## src/rtl/seven_seg_pkg.sv

```systemverilog
// Shared 7-segment definitions: segment bit order, active-low digit patterns
// and the special codes used by both the decoder and the reader.
`timescale 1ns/1ps
package seven_seg_pkg;

    // Segment bit positions within the 7-bit bus (a at the top, clockwise, g in the middle).
    localparam int SEG_A = 0;
    localparam int SEG_B = 1;
    localparam int SEG_C = 2;
    localparam int SEG_D = 3;
    localparam int SEG_E = 4;
    localparam int SEG_F = 5;
    localparam int SEG_G = 6;

    // Active-low patterns, written g..a from MSB to LSB.
    localparam logic [6:0] SEG_0     = 7'b1000000;
    localparam logic [6:0] SEG_1     = 7'b1111001;
    localparam logic [6:0] SEG_2     = 7'b0100100;
    localparam logic [6:0] SEG_3     = 7'b0110000;
    localparam logic [6:0] SEG_4     = 7'b0011001;
    localparam logic [6:0] SEG_5     = 7'b0010010;
    localparam logic [6:0] SEG_6     = 7'b0000010;
    localparam logic [6:0] SEG_7     = 7'b1111000;
    localparam logic [6:0] SEG_8     = 7'b0000000;
    localparam logic [6:0] SEG_9     = 7'b0010000;
    localparam logic [6:0] SEG_BLANK = 7'b1111111;

    localparam logic [3:0] CODE_BLANK = 4'hF;
    localparam logic [3:0] CODE_ERR   = 4'hE;

    typedef struct packed {
        logic       err;
        logic [3:0] code;
    } seg_code_t;

endpackage

```

## src/rtl/seven_segment_encoder.sv

```systemverilog
// Combinational lookup from an active-low segment pattern back to its 4-bit code;
// unrecognised patterns yield CODE_ERR with the error flag set.
`timescale 1ns/1ps
module seven_segment_encoder
    import seven_seg_pkg::*;
(
    input  logic [6:0] seg_i,
    output seg_code_t  code_o
);

    always_comb begin
        // NOTE: default assignment first so every path drives code_o and no latch is inferred.
        code_o.err  = 1'b0;
        code_o.code = CODE_ERR;
        case (seg_i)
            SEG_0:     code_o.code = 4'h0;
            SEG_1:     code_o.code = 4'h1;
            SEG_2:     code_o.code = 4'h2;
            SEG_3:     code_o.code = 4'h3;
            SEG_4:     code_o.code = 4'h4;
            SEG_5:     code_o.code = 4'h5;
            SEG_6:     code_o.code = 4'h6;
            SEG_7:     code_o.code = 4'h7;
            SEG_8:     code_o.code = 4'h8;
            SEG_9:     code_o.code = 4'h9;
            SEG_BLANK: code_o.code = CODE_BLANK;
            default:   code_o.err  = 1'b1;
        endcase
    end

endmodule

```

## src/rtl/seven_segment_reader.sv

```systemverilog
// Recovers digit codes from a multiplexed active-low 7-segment bus and emits one frame
// per full scan on valid/ready. Define SEG_READER_SYNC_EN to add 2-flop input synchronisers.
`timescale 1ns/1ps
module seven_segment_reader
    import seven_seg_pkg::*;
#(
    parameter int DIGITS        = 4,
    parameter int STABLE_CYCLES = 4
) (
    input  logic                  clk,
    input  logic                  rst_n,
    input  logic [6:0]            seg_in,
    input  logic [DIGITS-1:0]     an_in,
    output logic                  frame_valid,
    input  logic                  frame_ready,
    output logic [4*DIGITS-1:0]   frame_data,
    output logic [DIGITS-1:0]     frame_err,
    output logic                  overrun
);

    localparam int              CW         = $clog2(STABLE_CYCLES + 1);
    localparam int              IW         = (DIGITS > 1) ? $clog2(DIGITS) : 1;
    localparam int              PW         = DIGITS + 7;
    localparam logic [CW-1:0]   STABLE_CNT = CW'(STABLE_CYCLES);

    logic [6:0]        seg_s;
    logic [DIGITS-1:0] an_s;

`ifdef SEG_READER_SYNC_EN
    logic [6:0]        seg_meta_q, seg_sync_q;
    logic [DIGITS-1:0] an_meta_q,  an_sync_q;

    // Synchronisers idle at the blank/all-off bus value so reset never looks like a digit.
    always_ff @(posedge clk or negedge rst_n) begin
        if (!rst_n) begin
            seg_meta_q <= '1;
            seg_sync_q <= '1;
            an_meta_q  <= '1;
            an_sync_q  <= '1;
        end else begin
            seg_meta_q <= seg_in;
            seg_sync_q <= seg_meta_q;
            an_meta_q  <= an_in;
            an_sync_q  <= an_meta_q;
        end
    end

    assign seg_s = seg_sync_q;
    assign an_s  = an_sync_q;
`else
    assign seg_s = seg_in;
    assign an_s  = an_in;
`endif

    logic [PW-1:0] pair_s, pair_q;
    logic [CW-1:0] cnt_q, cnt_d;
    logic          one_cold, multi_low;
    logic [IW-1:0] idx_s, cap_idx_q;
    logic          cap_d, cap_q;

    assign pair_s = {an_s, seg_s};

    always_comb begin
        one_cold  = 1'b0;
        multi_low = 1'b0;
        idx_s     = '0;
        for (int i = 0; i < DIGITS; i++) begin
            if (!an_s[i]) begin
                if (one_cold) multi_low = 1'b1;
                one_cold = 1'b1;
                idx_s    = IW'(i);
            end
        end
        one_cold = one_cold & ~multi_low;
    end

    // Strobe once on the transition into saturation; a held pair never re-fires.
    always_comb begin
        if (pair_s == pair_q) begin
            cnt_d = (cnt_q == STABLE_CNT) ? cnt_q : cnt_q + 1'b1;
        end else begin
            cnt_d = CW'(1);
        end
        cap_d = one_cold && (cnt_d == STABLE_CNT) && (cnt_q != STABLE_CNT);
    end

    seg_code_t enc_code;

    // pair_q still holds the captured pattern during the strobe cycle.
    seven_segment_encoder u_encoder (
        .seg_i  (pair_q[6:0]),
        .code_o (enc_code)
    );

    logic [4*DIGITS-1:0] slot_data_q, slot_data_d;
    logic [DIGITS-1:0]   slot_err_q,  slot_err_d;
    logic [DIGITS-1:0]   seen_q,      seen_d;
    logic                frame_done, buf_free, load, drop;
    logic                valid_q, valid_d;
    logic [4*DIGITS-1:0] data_q, data_d;
    logic [DIGITS-1:0]   err_q, err_d;
    logic                overrun_q;

    assign frame_done = &seen_q;
    assign buf_free   = !valid_q || frame_ready;
    assign load       = frame_done && buf_free;
    assign drop       = frame_done && !buf_free;

    always_comb begin
        seen_d      = frame_done ? '0 : seen_q;
        slot_data_d = slot_data_q;
        slot_err_d  = slot_err_q;
        if (cap_q) begin
            seen_d[cap_idx_q]                    = 1'b1;
            slot_data_d[{cap_idx_q, 2'b00} +: 4] = enc_code.code;
            slot_err_d[cap_idx_q]                = enc_code.err;
        end
    end

    always_comb begin
        valid_d = valid_q;
        data_d  = data_q;
        err_d   = err_q;
        if (load) begin
            valid_d = 1'b1;
            data_d  = slot_data_q;
            err_d   = slot_err_q;
        end else if (valid_q && frame_ready) begin
            valid_d = 1'b0;
        end
    end

    always_ff @(posedge clk or negedge rst_n) begin
        if (!rst_n) begin
            pair_q      <= '1;
            cnt_q       <= '0;
            cap_q       <= 1'b0;
            cap_idx_q   <= '0;
            // NOTE: slots are plain flops, not a RAM, so clearing them on reset is cheap and keeps partial frames out.
            slot_data_q <= '0;
            slot_err_q  <= '0;
            seen_q      <= '0;
            valid_q     <= 1'b0;
            data_q      <= '0;
            err_q       <= '0;
            overrun_q   <= 1'b0;
        end else begin
            // NOTE: non-blocking assignments so every flop samples pre-edge values.
            pair_q      <= pair_s;
            cnt_q       <= cnt_d;
            cap_q       <= cap_d;
            cap_idx_q   <= idx_s;
            slot_data_q <= slot_data_d;
            slot_err_q  <= slot_err_d;
            seen_q      <= seen_d;
            valid_q     <= valid_d;
            data_q      <= data_d;
            err_q       <= err_d;
            overrun_q   <= drop;
        end
    end

    assign frame_valid = valid_q;
    assign frame_data  = data_q;
    assign frame_err   = err_q;
    assign overrun     = overrun_q;

endmodule
```

## config.mk

```make
export PLATFORM = sky130hd
export DESIGN_NAME = seven_segment_reader
export DESIGN_NICKNAME = d
export VERILOG_FILES = /design/src/rtl/seven_seg_pkg.sv /design/src/rtl/seven_segment_encoder.sv /design/src/rtl/seven_segment_reader.sv
export SDC_FILE = /design/constraint.sdc
export NUM_CORES = 1
export LEC_CHECK = 0
export ABC_AREA = 0
export CAP_MARGIN = 20
export CORE_MARGIN = 2
export CORE_UTILIZATION = 61
export CTS_BUF_LIST = sky130_fd_sc_hd__clkbuf_8
export DETAILED_ROUTE_END_ITERATION = 10
export PLACE_DENSITY_LB_ADDON = 0.1
export SYNTH_ARGS = -nofsm -noshare
export SYNTH_HDL_FRONTEND = slang
export SYNTH_SLANG_ARGS = --single-unit
```

## constraint.sdc

```tcl
create_clock -name clk -period 3.95 [get_ports clk]
set_clock_uncertainty 0.05 [all_clocks]
set_input_delay 0.395 -clock clk [delete_from_list [all_inputs] [get_ports clk]]
set_output_delay 0.395 -clock clk [all_outputs]
set_load 0.05 [all_outputs]
```

==> flow_metrics.py <==
metrics = {
    "detailed_routing": {
        "routedWlPerCell_um": 15.0,
        "dr.pass1.iters": 4,
        "drc": 0,
        "num_vias": 1882,
        "drt_wl_total_um": 5000,
        "ant_nets": 0,
        "vias_per_cell": 5.67,
        "drt-initial-drc-count": 139,
    },
    "critical_path": {
        "start_kind": "flop",
        "r2r_end": "slot_data_q[15]",
        "r2r_slack_ns": 1.88,
        "max_stage_delay_ns": 0.60,
        "crit_buf_inv": 0,
        "required_ns": 4.09,
        "cpMaxStageDelayCell": "dfstp_2",
        "cp_cell_sequence": "or2b_1 -> o32a_1 -> o32ai_2 -> o31ai_1",
        "critPathCaptureType": "flop",
        "path_delay_family": "compound AO/OA/AOI/OAI gates",
        "r2r_start": "pair_q[1]",
        "crit_type": "reg2reg",
        "r2r_cells": 4,
        "path_max_fanout": 9,
        "crit_arrival_ns": 2.21,
    },
    "placement": {
        "dp.cells": 316,
        "dp.final_hpwl_um": 3570,
        "place.gp.congestion": 0.800,
        "io_buffers": 35,
    },
    "synth": {
        "yosysSeqAreaShare_pct": 55.9,
        "synthArstFlopShare_pct": 100,
        "synth_nets": 259,
        "yosys.area.top_type": "dfrtp_1",
        "synthFlopType": "dfrtp_1",
        "ys_seq_elements": 63,
        "syn-cell-area_um2": 2850,
        "yosys_warnings": 0,
        "synth_top_area_share_pct": 45.7,
        "ys_types": 50,
        "netlist_top_cells_area": "dfrtp_1 46%, dfstp_2 10%, mux2_2 7.9%",
        "syn_inst": 235,
        "syn_avg_cell_area_um2": 12.1,
        "synth_edf_count": 0,
    },
    "floorplanning": {
        "dieHeight_um": 72.3,
        "core-area_um2": 4410,
        "dieArea_um2": 5230,
        "rows": 24,
        "die_w_um": 72.3,
        "start_util_pct": 64.5,
        "num_io_pins": 36,
    },
    "cts": {
        "cts_tree": "yes",
        "clock_latency_ns": 0.34,
        "cts_htree_levels": 3,
        "clkSinkCount": 63,
        "cts.clk_slew.worst_paths_ns": 0.07,
        "hold_buffers": 0,
        "cts-root-buf": "clkbuf_8",
        "cts_buffers": 9,
        "cts_setup_buffers": 0,
        "cts_resized": 0,
        "cts_buffer_depth": 2,
    },
    "timing": {
        "rsz0062_at_grt": "false",
        "period_share_pct": 52.4,
        "setup_viol": 0,
        "hold_viol_final": 0,
        "setup-tns-final_ns": 0,
        "worst_slew_pin_slew_ns": 0.751,
        "finalCriticalPeriod_ns": 2.07,
        "report.final.slew_viol_count": 0,
        "slew_headroom_pct": 49.9,
        "timing.hold.ws_ns": 0.172,
        "max_clock_freq_mhz": 483,
    },
    "pwr": {
        "finalPower_w": 0.00131,
        "ir_worst_vdd_mv": 0.269,
        "p_leak_nw": 1.56,
        "p_per_area_nw_per_um2": 381,
    },
    "layout": {
        "areaGrowthSynthToFinish_pct": 20.5,
        "layout.nets": 299,
        "utilization_pct": 77.7,
        "layout.cells.non_filler": 332,
        "drive_gt1_share_pct": 20.0,
        "diodes": 0,
    },
    "run": {
        "drv_cap": 0,
    },
    "global_routing": {
        "grt_usage_pct": 22.4,
        "antenna_found_initial": 0,
        "grt_max_degree": 64,
        "overflow": 0,
        "grt_pass1_wl_um": 8760,
        "grt_pass1_vias": 1864,
    },
    "run_status": {
        "status": "finished clean",
    },
    "hold_path": {
        "hold_class": "in2async",
    },
}
[cells in the final DEF, fill, tap and decap left out, types with 3 or more instances in the layout]
cell type | Yosys | final
o21ai_1 | 9 | 9
xnor2_1 | 4 | 4
clkdlybuf4s50_1 | 0 | 34
ha_1 | 10 | 10
mux2_2 | 20 | 20
clkbuf_8 | 0 | 12
nand2_1 | 33 | 33
nand3b_1 | 3 | 3
dfstp_2 | 11 | 11
nor2_1 | 4 | 4
a22o_1 | 4 | 4
o31ai_1 | 8 | 8
xor2_1 | 11 | 11
nand4_1 | 3 | 3
o21ai_0 | 3 | 3
a22oi_1 | 4 | 4
dfrtp_1 | 52 | 52
nor3_1 | 3 | 3
nand3_1 | 3 | 3
inv_1 | 6 | 7
[layer usage]
metal / vias up / GRT usage (%) / wire length [µm]
li1: 914 / - / -
met1: 919 / 30.7 / 2340
met2: 40 / 34.3 / 2390
met3: 9 / 4.58 / 184
met4: 0 / 11.3 / 85
met5: - / 0 / 0
[power by group]
group | internal (W) | switching (W)
combinational | 0.0000294 | 0.0000374
clock | 0.000339 | 0.000231
sequential | 0.000657 | 0.0000125
[synth_stat cells, drive strengths merged (2+ instances only)]
cell / count
or2: 2
nand2: 33
nor3b: 2
nand4: 3
buf: 7
nor3: 3
o31ai: 8
xor2: 11
mux2: 20
o21ai: 13
and3b: 2
a31oi: 2
a22oi: 4
nor2b: 2
inv: 6
a22o: 4
nor4: 2
dfrtp: 52
dfstp: 11
ha: 10
nand3b: 3
xnor2: 4
nor4b: 2
nor2: 4
nand2b: 2
nand3: 4
a21oi: 2
[sequential cells by signal (all words and copies together), names as in the netlist]
signal	count
frame_data	16
slot_err_q	4
frame_err	4
seen_q	4
cap_q	1
cap_idx_q	2
overrun	1
slot_data_q	16
cnt_q	3
pair_q	11
frame_valid	1
[area by class of cell]
cell class / instances / area (µm²)
clock buffer: 12 / 165
clock inverter: 4 / 43.8
fill: 312 / 986
inverter: 6 / 22.5
multi-input combinational: 158 / 1180
sequential: 63 / 1590
tap: 52 / 65.1
timing repair buffer: 37 / 360
[worst register-to-register path, stage by stage (launching register included)]
cell	delay (ns)
dfstp_2	0.60
or2b_1	0.24
o32a_1	0.29
o32ai_2	0.57
o31ai_1	0.18
[per-stage QoR]
stage                     setup slack, ns  cell area (µm²)
final                                1.88             3430
after global routing                 1.77             3430
after CTS                            1.90             3430
after detailed placement             1.92             3220
after global placement               1.95             3220
after floorplan                      2.11             2850
[worst max path at each step]
stage / from / slack (ns) / cells after the start / end
floorplan: pair_q[1] / 2.11 / 5 / slot_data_q[15]
global placement: pair_q[1] / 1.95 / 4 / slot_data_q[15]
detailed placement: pair_q[1] / 1.92 / 4 / slot_data_q[3]
CTS: pair_q[1] / 1.90 / 4 / slot_data_q[15]
global route: pair_q[1] / 1.77 / 4 / slot_data_q[3]
finish: pair_q[1] / 1.88 / 4 / slot_data_q[15]
[cell families after synthesis]
family	after synthesis	synth area share, %
simple gates	74	14.1
flops	63	55.9
compound gates	39	10.5
mux	20	7.92
xor+xnor	15	4.62
buf+inv	14	2.59
fa+ha+maj	10	4.40
(Power assumes the default switching activity.)
